$ cat src/rtl/rv_pkg.sv
// Shared RV32M/RV64M definitions: M-extension funct3 codes and the MDU FSM encoding.
package rv_pkg;

  localparam logic [2:0] OpMul    = 3'b000;
  localparam logic [2:0] OpMulh   = 3'b001;
  localparam logic [2:0] OpMulhsu = 3'b010;
  localparam logic [2:0] OpMulhu  = 3'b011;
  localparam logic [2:0] OpDiv    = 3'b100;
  localparam logic [2:0] OpDivu   = 3'b101;
  localparam logic [2:0] OpRem    = 3'b110;
  localparam logic [2:0] OpRemu   = 3'b111;

  typedef enum logic [1:0] {
    StIdle = 2'd0,
    StCalc = 2'd1,
    StDone = 2'd2
  } mdu_state_e;

endpackage

$ cat src/rtl/mdu_iter_unit.sv
// Iterative radix-2 multiply/divide unit for the M extension. Operands are reduced to magnitudes
// at accept, one shift-add / shift-subtract step runs per cycle, and signs are fixed on DONE entry.
module mdu_iter_unit
  import rv_pkg::*;
#(
  parameter int unsigned XLEN = 32
) (
  input  logic            clk,
  input  logic            rst,
  input  logic            in_valid,
  output logic            in_ready,
  input  logic [2:0]      op,
  input  logic [XLEN-1:0] rs1,
  input  logic [XLEN-1:0] rs2,
  input  logic            flush,
  output logic            out_valid,
  input  logic            out_ready,
  output logic [XLEN-1:0] result,
  output logic            busy
);

  localparam int unsigned CNTW = $clog2(XLEN + 1);

  mdu_state_e        state_q, state_d;
  logic [2:0]        op_q, op_d;
  logic [CNTW-1:0]   cnt_q, cnt_d;
  logic [2*XLEN-1:0] acc_q, acc_d;
  logic [XLEN-1:0]   opb_q, opb_d;
  logic              neg_q, neg_d;
  logic [XLEN-1:0]   result_q, result_d;
  logic              out_valid_q, out_valid_d;

  logic              rs1_signed, rs2_signed, s1, s2, div_zero, div_ovf;
  logic [XLEN-1:0]   abs1, abs2, fast_res;
  logic [XLEN:0]     mul_sum, div_top, div_diff;
  logic [2*XLEN-1:0] mul_next, div_next, step, prod_fix;
  logic [XLEN-1:0]   quo, rem, final_res;

  always_comb begin
    rs1_signed = (op == OpMulh) || (op == OpMulhsu) || (op == OpDiv) || (op == OpRem);
    rs2_signed = (op == OpMulh) || (op == OpDiv) || (op == OpRem);
    s1         = rs1_signed & rs1[XLEN-1];
    s2         = rs2_signed & rs2[XLEN-1];
    abs1       = s1 ? -rs1 : rs1;
    abs2       = s2 ? -rs2 : rs2;
    div_zero   = op[2] && (rs2 == '0);
    div_ovf    = ((op == OpDiv) || (op == OpRem)) && (rs1 == {1'b1, {(XLEN-1){1'b0}}}) &&
                 (rs2 == '1);
    // REM/REMU have op[1] set: x/0 yields rs1, MIN/-1 yields 0; quotients yield ones / MIN.
    if (div_zero) fast_res = op[1] ? rs1 : '1;
    else          fast_res = op[1] ? '0 : rs1;
  end

  // Multiply shifts the product right through the multiplier; divide shifts the
  // remainder:quotient pair left, keeping the subtraction only when it does not borrow.
  always_comb begin
    mul_sum  = {1'b0, acc_q[2*XLEN-1:XLEN]} + (acc_q[0] ? {1'b0, opb_q} : '0);
    mul_next = {mul_sum, acc_q[XLEN-1:1]};
    div_top  = acc_q[2*XLEN-1:XLEN-1];
    div_diff = div_top - {1'b0, opb_q};
    div_next = {div_diff[XLEN] ? div_top[XLEN-1:0] : div_diff[XLEN-1:0], acc_q[XLEN-2:0],
                ~div_diff[XLEN]};
    step     = op_q[2] ? div_next : mul_next;
    prod_fix = neg_q ? -step : step;
    quo      = neg_q ? -step[XLEN-1:0] : step[XLEN-1:0];
    rem      = neg_q ? -step[2*XLEN-1:XLEN] : step[2*XLEN-1:XLEN];
    if (op_q[2])            final_res = op_q[1] ? rem : quo;
    else if (op_q == OpMul) final_res = prod_fix[XLEN-1:0];
    else                    final_res = prod_fix[2*XLEN-1:XLEN];
  end

  always_comb begin
    state_d     = state_q;
    op_d        = op_q;
    cnt_d       = cnt_q;
    acc_d       = acc_q;
    opb_d       = opb_q;
    neg_d       = neg_q;
    result_d    = result_q;
    out_valid_d = out_valid_q;
    unique case (state_q)
      StIdle: begin
        if (in_valid && !flush) begin
          op_d  = op;
          neg_d = op[1] && op[2] ? s1 : (s1 ^ s2);
          if (div_zero || div_ovf) begin
            result_d    = fast_res;
            out_valid_d = 1'b1;
            state_d     = StDone;
          end else begin
            acc_d   = {{XLEN{1'b0}}, abs1};
            opb_d   = abs2;
            cnt_d   = CNTW'(XLEN);
            state_d = StCalc;
          end
        end
      end
      StCalc: begin
        if (flush) begin
          state_d = StIdle;
        end else begin
          acc_d = step;
          cnt_d = cnt_q - 1'b1;
          if (cnt_q == CNTW'(1)) begin
            result_d    = final_res;
            out_valid_d = 1'b1;
            state_d     = StDone;
          end
        end
      end
      StDone: begin
        if (flush || out_ready) begin
          out_valid_d = 1'b0;
          state_d     = StIdle;
        end
      end
      default: state_d = StIdle;
    endcase
  end

  always_ff @(posedge clk) begin
    if (rst) begin
      state_q     <= StIdle;
      op_q        <= OpMul;
      cnt_q       <= '0;
      acc_q       <= '0;
      opb_q       <= '0;
      neg_q       <= 1'b0;
      result_q    <= '0;
      out_valid_q <= 1'b0;
    end else begin
      state_q     <= state_d;
      op_q        <= op_d;
      cnt_q       <= cnt_d;
      acc_q       <= acc_d;
      opb_q       <= opb_d;
      neg_q       <= neg_d;
      result_q    <= result_d;
      out_valid_q <= out_valid_d;
    end
  end

  assign in_ready  = (state_q == StIdle);
  assign busy      = (state_q != StIdle);
  assign out_valid = out_valid_q;
  assign result    = result_q;

endmodule

$ cat config.mk
export PLATFORM = sky130hd
export DESIGN_NAME = mdu_iter_unit
export DESIGN_NICKNAME = d
export VERILOG_FILES = /design/src/rtl/rv_pkg.sv /design/src/rtl/mdu_iter_unit.sv
export SDC_FILE = /design/constraint.sdc
export NUM_CORES = 1
export LEC_CHECK = 0
export CORE_AREA = 2 2 259 261
export DETAILED_ROUTE_END_ITERATION = 8
export DIE_AREA = 0 0 261 263
export PLACE_DENSITY_LB_ADDON = 0.08
export SYNTH_ARGS = -nofsm -noshare
export SYNTH_HDL_FRONTEND = slang
export SYNTH_SLANG_ARGS = --single-unit
export TNS_END_PERCENT = 1
$ cat constraint.sdc
create_clock -name clk -period 7.53 [get_ports clk]
set_input_delay 0.753 -clock clk [delete_from_list [all_inputs] [get_ports clk]]
set_output_delay 0.753 -clock clk [all_outputs]
set_load 0.1 [all_outputs]
Yosys cells after proc, flatten, opt, wreduce, memory -nomap -nowiden
Cells that the tools add are included.
Word-level totals
  register bits after elaboration: 141
  output and inout port bits: 35
  word-level logic and storage cells: 103
Cells by class
  $add $sub $neg: 8
  equality and inequality tests: 16
  multiplexer cells: 40
  bitwise logic cells: 5
  reductions and logical operators: 26
Operators with widths (count)
  two-way mux 32 bit: 16
  two-way mux 64 bit: 5
  negator 32 bit: 4
  one-hot mux 64 bit (2 select lines): 1
  == test 32 bit, second input constant: 2
  negator 64 bit: 1
  one-hot mux 32 bit (2 select lines): 1
  adder 32 x 32 -> 33 bit: 1
  subtractor 33 x 32 -> 33 bit: 1
  logical NOT 32 bit: 1
  two-way mux 6 bit: 3
  one-hot mux 6 bit (2 select lines): 1
  two-way mux 2 bit: 5
  logical OR 1 bit: 8
  != test 2 bit, second input constant: 4
  == test 3 bit, second input constant: 2
  == test 6 x 1 -> 1 bit, second input constant: 1
  two-way mux 1 bit: 6
  one-hot mux 2 bit (3 select lines): 1
  AND reduction 3 bit: 2
  AND reduction 6 bit: 1
  subtractor 6 x 1 -> 6 bit, second input constant: 1
  logical AND 1 bit: 5
  AND reduction 5 bit: 1
  other kinds (17): 21

Depth between registers and ports, before layout
  word-level depth: 10
  gate-level depth with buffers: 26
  mapped depth without buffers: 25

Worst setup path after synthesis
Ideal clock, no wire load.
  path kind: reg2reg
  start point: register acc_q[31]
  end point: register result_q[12], in the netlist result[12]
  library setup time: 0.091 ns
  data arrival time: 5.105 ns
  data required time: 7.439 ns
  setup slack: 2.334 ns
  stages on the path, launching flop included: 27
  path buffers: 2
  cells stage by stage: dfxtp_1 -> inv_1 -> ha_1 -> inv_1 -> fa_1 -> a211oi_2 -> o211ai_2 -> nor4b_4 -> o21ai_2 -> a21oi_1 -> nor2_1 -> clkbuf_1 -> nand2_1 -> inv_1 -> ha_1 -> o221ai_1 -> nor2_1 -> and4_1 -> nand2_1 -> nor3_1 -> o2111ai_2 -> or3_1 -> buf_2 -> o31ai_1 -> xnor2_1 -> nand2_1 -> a311oi_1
Between the ends
  cells in the longest elaborated chain, start to end: 10
  elaborated cells on any way between the ends: 16
  those cells by class: add/sub: 4; mux: 11; bitwise: 1
Ends and longest elaborated chain
  start: declaration: line mdu_iter_unit.sv:27  | logic [2*XLEN-1:0] acc_q, acc_d;
  start signal: assignment: line mdu_iter_unit.sv:126  | acc_q <= '0;
  start signal: assignment: line mdu_iter_unit.sv:135  | acc_q <= acc_d;
  subtractor 33 x 32 -> 33 bit: line mdu_iter_unit.sv:60  | div_diff = div_top - {1'b0, opb_q};
  two-way mux 32 bit or NOT 1 bit (tied branches): line mdu_iter_unit.sv:61, mdu_iter_unit.sv:62
  two-way mux 64 bit (*): line mdu_iter_unit.sv:63  | step = op_q[2] ? div_next : mul_next;
  negator 64 bit, or another cell as far along: line mdu_iter_unit.sv:64  | prod_fix = neg_q ? -step : step;
  two-way mux 64 bit, or another cell as far along: line mdu_iter_unit.sv:64
  two-way mux 32 bit, on equally long branches: line mdu_iter_unit.sv:68, mdu_iter_unit.sv:67
  two-way mux 32 bit (*): line mdu_iter_unit.sv:67  | if (op_q[2]) final_res = op_q[1] ? rem : quo;
  two-way mux 32 bit (*): line mdu_iter_unit.sv:104  | if (cnt_q == CNTW'(1)) begin
  two-way mux 32 bit (*): line mdu_iter_unit.sv:99  | if (flush) begin
  one-hot mux 32 bit (2 select lines) (*): line mdu_iter_unit.sv:81  | unique case (state_q)
  end signal: assignment: line mdu_iter_unit.sv:138  | result_q <= result_d;
  end: declaration: line mdu_iter_unit.sv:30  | logic [XLEN-1:0] result_q, result_d;
Every way passes the cells marked *; elsewhere a longest branch is shown, timed or not. The select of a mux whose other input is x is not followed.
A chain may end at the register's enable or synchronous reset.

Final worst setup path
  start point: register opb_q[17]
  end point: register result_q[22], in the netlist result[22]
Between the ends
  cells in the longest elaborated chain, start to end: 10
  elaborated cells on any way between the ends: 18
  those cells by class: add/sub: 5; mux: 12; bitwise: 1
Ends and longest elaborated chain
  start: declaration: line mdu_iter_unit.sv:28  | logic [XLEN-1:0] opb_q, opb_d;
  start signal: assignment: line mdu_iter_unit.sv:136  | opb_q <= opb_d;
  subtractor 33 x 32 -> 33 bit or two-way mux 32 bit (tied branches): line mdu_iter_unit.sv:60, mdu_iter_unit.sv:57
  two-way mux 32 bit, or another cell as far along: line mdu_iter_unit.sv:61  | div_next = {div_diff[XLEN] ? div_top[XLEN-1:0] : div_diff[XLEN-1:0], acc_q[XLEN-2:0],
  two-way mux 64 bit (*): line mdu_iter_unit.sv:63
  negator 64 bit, or another cell as far along: line mdu_iter_unit.sv:64
  two-way mux 64 bit, or another cell as far along: line mdu_iter_unit.sv:64
  two-way mux 32 bit, on equally long branches: line mdu_iter_unit.sv:68, mdu_iter_unit.sv:67
  two-way mux 32 bit (*): line mdu_iter_unit.sv:67
  two-way mux 32 bit (*): line mdu_iter_unit.sv:104
  two-way mux 32 bit (*): line mdu_iter_unit.sv:99
  one-hot mux 32 bit (2 select lines) (*): line mdu_iter_unit.sv:81
Marked as above.

==> report_table.html <==
<table>
<tr><th>Metric</th><th>Value</th></tr>
<tr><th colspan="2">Run status</th></tr>
<tr><td>Result of the run</td><td>complete, no violations</td></tr>
<tr><th colspan="2">Clocking</th></tr>
<tr><td>Clock input transition at the sequential cells of the worst setup and hold paths</td><td>0.07 ns</td></tr>
<tr><td>Total CTS buffers</td><td>17</td></tr>
<tr><td>Count of hold buffers inserted by post-cts repair</td><td>0</td></tr>
<tr><td>Clock Latency Late Sink</td><td>0.51 ns</td></tr>
<tr><td>Number of post-CTS setup repair buffers</td><td>0</td></tr>
<tr><td>Number of resized instances in the post-cts repair step</td><td>0</td></tr>
<tr><td>Number of H-tree levels</td><td>4</td></tr>
<tr><td>Number of sinks on the clock net</td><td>141</td></tr>
<tr><td>Cell at the root of the clock tree</td><td>sky130_fd_sc_hd__clkbuf_16</td></tr>
<tr><td>Clock tree from TritonCTS</td><td>done</td></tr>
<tr><td>Longest Clk Path Bufs</td><td>2</td></tr>
<tr><th colspan="2">STA</th></tr>
<tr><td>Final worst clock skew</td><td>0.0124 ns</td></tr>
<tr><td>Final Hold Violating Endpoints</td><td>0</td></tr>
<tr><td>Worst-Margin Slew</td><td>1.15 ns</td></tr>
<tr><td>Final-layout worst hold slack</td><td>0.459 ns</td></tr>
<tr><td>Tcrit/Tclk final</td><td>0.848</td></tr>
<tr><td>Max frequency</td><td>0.157 GHz</td></tr>
<tr><td>Worst-case headroom to the max-slew limit</td><td>0.231</td></tr>
<tr><td>Time the final worst path needs with I/O delays and setup</td><td>6.39 ns</td></tr>
<tr><td>Count of pins over their slew limit</td><td>0</td></tr>
<tr><td>Setup TNS</td><td>0 ns</td></tr>
<tr><td>Setup-failing EPs final</td><td>0</td></tr>
<tr><td>Setup repair after global routing missed its margin</td><td>false</td></tr>
<tr><th colspan="2">Worst setup path</th></tr>
<tr><td>Depth of the worst register-to-register path</td><td>22</td></tr>
<tr><td>Kind of critical path</td><td>flop to flop</td></tr>
<tr><td>Data arrival time at the worst-slack endpoint</td><td>6.78 ns</td></tr>
<tr><td>Required time at the endpoint of the critical path</td><td>7.92 ns</td></tr>
<tr><td>Flop2flop setup slack</td><td>1.14 ns</td></tr>
<tr><td>Reg-to-reg endpoint</td><td>result[22]</td></tr>
<tr><td>Reg-to-reg critical path startpoint</td><td>opb_q[17]</td></tr>
<tr><td>Max Fanout on Critical Path</td><td>6</td></tr>
<tr><td>Type of element launching the critical path</td><td>flop</td></tr>
<tr><td>Crit. End Element</td><td>flop</td></tr>
<tr><th colspan="2">Logic synthesis</th></tr>
<tr><td>Number of synthesized flops with an enable pin</td><td>0</td></tr>
<tr><td>Post-synthesis register bit count</td><td>141</td></tr>
<tr><td>Post-synthesis cell count</td><td>2359</td></tr>
<tr><td>Yosys top cell area share</td><td>0.172</td></tr>
<tr><td>Most instantiated cells after synthesis</td><td>319 x sky130_fd_sc_hd__nor2_1, 219 x sky130_fd_sc_hd__a21oi_1, 219 x sky130_fd_sc_hd__nand2_1</td></tr>
<tr><td>Most used flip-flop cell after synthesis</td><td>sky130_fd_sc_hd__dfxtp_1</td></tr>
<tr><td>Post-synthesis cell area</td><td>16400 sq um</td></tr>
<tr><td>Cell with the most instances after synthesis</td><td>sky130_fd_sc_hd__nor2_1</td></tr>
<tr><td>Synth Area per Inst</td><td>6.94 sq um</td></tr>
<tr><td>Library cell with the largest summed area after synthesis</td><td>sky130_fd_sc_hd__dfxtp_1</td></tr>
<tr><td>Number of distinct library cell variants in the gate-level netlist after synthesis</td><td>110</td></tr>
<tr><td>Cell types occupying the most area after synthesis</td><td>sky130_fd_sc_hd__dfxtp_1 17%, sky130_fd_sc_hd__nor2_1 7.3%, sky130_fd_sc_hd__a21oi_1 6.7%</td></tr>
<tr><td>Sequential cell area fraction in the yosys report</td><td>0.172</td></tr>
<tr><td>Share of flip-flops with an asynchronous set or reset after synthesis</td><td>0</td></tr>
<tr><td>Synthesized netlist net count</td><td>2504</td></tr>
<tr><td>Yosys warns</td><td>0</td></tr>
<tr><th colspan="2">Route</th></tr>
<tr><td>Detailed Route WL</td><td>84.3 mm</td></tr>
<tr><td>DRC</td><td>0</td></tr>
<tr><td>First-pass DRT Iterations</td><td>5</td></tr>
<tr><td>WL/cell</td><td>26.0 um</td></tr>
<tr><td>Vias per cell</td><td>5.71</td></tr>
<tr><td>Remaining number of nets flagged by the antenna check after routing</td><td>0</td></tr>
<tr><td>DR iter-0 viols</td><td>1955</td></tr>
<tr><td>Via count</td><td>18511</td></tr>
<tr><th colspan="2">Floorplan</th></tr>
<tr><td>Starting Density</td><td>0.250</td></tr>
<tr><td>Width of the chip</td><td>261 um</td></tr>
<tr><td>Number of standard-cell rows in the floorplan</td><td>94</td></tr>
<tr><td>Core footprint</td><td>65600 sq um</td></tr>
<tr><td>Boundary Pins</td><td>107</td></tr>
<tr><td>Die outline height</td><td>263 um</td></tr>
<tr><td>Full die area</td><td>68600 sq um</td></tr>
<tr><th colspan="2">Place</th></tr>
<tr><td>Dpl hpwl</td><td>64.8 mm</td></tr>
<tr><td>Cell Count Post-Placement</td><td>3210</td></tr>
<tr><td>PortBufs</td><td>106</td></tr>
<tr><td>Final weighted congestion in routability-driven placement</td><td>0.914</td></tr>
<tr><th colspan="2">GRT</th></tr>
<tr><td>Number of global-route vias before repair</td><td>17039</td></tr>
<tr><td>Initial antenna violation count</td><td>2</td></tr>
<tr><td>Wire length of the first global-routing pass</td><td>122 mm</td></tr>
<tr><td>Pin count of the biggest net entering global routing</td><td>127</td></tr>
<tr><td>GRT Resource Usage Total</td><td>0.241</td></tr>
<tr><td>Global route overflow</td><td>0</td></tr>
<tr><th colspan="2">Hold path</th></tr>
<tr><td>Worst min-delay path category</td><td>flop to flop</td></tr>
<tr><td>Worst hold stages</td><td>2</td></tr>
<tr><td>Hold wc startpoint</td><td>result[22]</td></tr>
<tr><td>Worst Hold Endpoint</td><td>result[22]</td></tr>
<tr><th colspan="2">Finish</th></tr>
<tr><td># fillers</td><td>7263</td></tr>
<tr><td>Cell Count, Final, Fillers Out</td><td>3243</td></tr>
<tr><td>Sequential cell area</td><td>2830 sq um</td></tr>
<tr><td>Share of the core filled with cells</td><td>0.287</td></tr>
<tr><td>Multi-input combinational cell area</td><td>12700 sq um</td></tr>
<tr><td>Number of nets in the layout</td><td>2510</td></tr>
<tr><td>Layout overhead on the synthesized area</td><td>14.8%</td></tr>
<tr><td>Fraction of layout instances using a drive strength above 1</td><td>0.0732</td></tr>
<tr><th colspan="2">Job</th></tr>
<tr><td>Max-cap check violation count</td><td>0</td></tr>
<tr><th colspan="2">Pwr</th></tr>
<tr><td>Lkg Pwr</td><td>6.91 nW</td></tr>
<tr><td>Total power density per cell area</td><td>245 nW/um^2</td></tr>
<tr><td>IR drop worst, VDD</td><td>0.230 mV</td></tr>
</table>
sequential cells by signal, summed over array words and instances, names as in the netlist:
signal     cells
acc_q         64
opb_q         32
result        32
cnt_q          6
op_q           3
state_q        2
neg_q          1
out_valid      1
worst max-delay path by stage:
| stage | startpoint | end | slack (ns) |
|---|---|---|---|
| 2_1_floorplan | acc_q[31] | result[12] | 2.33 |
| 3_3_place_gp | acc_q[31] | result[22] | 1.55 |
| 3_5_place_dp | acc_q[31] | result[12] | 1.36 |
| 4_1_cts | acc_q[31] | result[12] | 1.33 |
| 5_1_grt | opb_q[17] | result[18] | 0.78 |
| 6_report | opb_q[17] | result[22] | 1.14 |
report_power, final:
| group | switching (W) | total, W | internal (W) |
|---|---|---|---|
| Combinational | 0.00188 | 0.00273 | 0.000845 |
| Clock | 0.000422 | 0.000885 | 0.000463 |
| Sequential | 0.000139 | 0.000989 | 0.000850 |
logic make-up after synthesis:
kind of cell | count (synthesis) | synth area share
and+or+nand+nor | 908 | 0.270
AOI/OAI and AO/OA | 794 | 0.325
DFF | 141 | 0.172
adders and majority gates | 73 | 0.0567
muxes | 60 | 0.0389
buffers and inverters | 235 | 0.0579
xor gates and xnor gates | 148 | 0.0791
through the flow:
stage,power [W],worst slack [ns],area [sq um]
after floorplan,0.00278,2.33,16400
after global placement,0.00370,1.55,18200
after detailed placement,0.00368,1.36,18200
after CTS,0.00459,1.33,18800
after global routing,0.00486,0.783,18800
final,0.00460,1.14,18800
area by class of cell:
cell class,count,share of cell area
inverter,76,0.0152
multi-input combinational,1983,0.673
antenna,1,0.000133
clock buffer,19,0.0236
timing repair buffer,146,0.0736
sequential,141,0.150
clock inverter,13,0.00619
tap,864,0.0575
worst max-delay path, stage by stage (launching register included):
cell and delay (ns):
sky130_fd_sc_hd__dfxtp_1 0.35, sky130_fd_sc_hd__inv_1 0.06, sky130_fd_sc_hd__ha_1 0.37, sky130_fd_sc_hd__a21oi_1 0.33, sky130_fd_sc_hd__o211ai_1 0.21, sky130_fd_sc_hd__a221oi_2 0.31
sky130_fd_sc_hd__and2_1 0.42, sky130_fd_sc_hd__a21oi_1 0.15, sky130_fd_sc_hd__nor2_1 0.33, sky130_fd_sc_hd__nand2_1 0.17, sky130_fd_sc_hd__inv_1 0.19, sky130_fd_sc_hd__ha_1 0.27
sky130_fd_sc_hd__o221ai_1 0.16, sky130_fd_sc_hd__nor2_1 0.32, sky130_fd_sc_hd__and4_1 0.31, sky130_fd_sc_hd__nand2_1 0.26, sky130_fd_sc_hd__nor3_1 0.44, sky130_fd_sc_hd__o2111ai_2 0.25
sky130_fd_sc_hd__or3_1 0.55, sky130_fd_sc_hd__a21oi_2 0.24, sky130_fd_sc_hd__mux2i_1 0.09, sky130_fd_sc_hd__o221ai_1 0.38, sky130_fd_sc_hd__nand2_1 0.09
layout by cell type (no fill, tap or decap), drive strengths merged, types with 41 or more instances in the layout:
cell type | synthesis | routed
xor2 | 81 | 81
a211oi | 88 | 88
a21oi | 225 | 225
and2 | 45 | 45
ha | 71 | 71
xnor2 | 67 | 67
dfxtp | 141 | 141
nand3 | 50 | 50
o21ai | 172 | 172
nor3 | 70 | 70
clkdlybuf4s50 | 0 | 105
nor2 | 324 | 324
buf | 50 | 41
nand2 | 221 | 221
inv | 75 | 78
routing by layer:
| layer | vias to the layer above | GRT usage | wire length [um] |
|---|---|---|---|
| met5 | - | 0 | 0 |
| met4 | 0 | 0.0630 | 1730 |
| met3 | 73 | 0.0290 | 4240 |
| met2 | 632 | 0.362 | 36700 |
| met1 | 9088 | 0.358 | 41600 |
| li1 | 8718 | - | - |
Note: power is estimated with default switching activity, not from simulation.
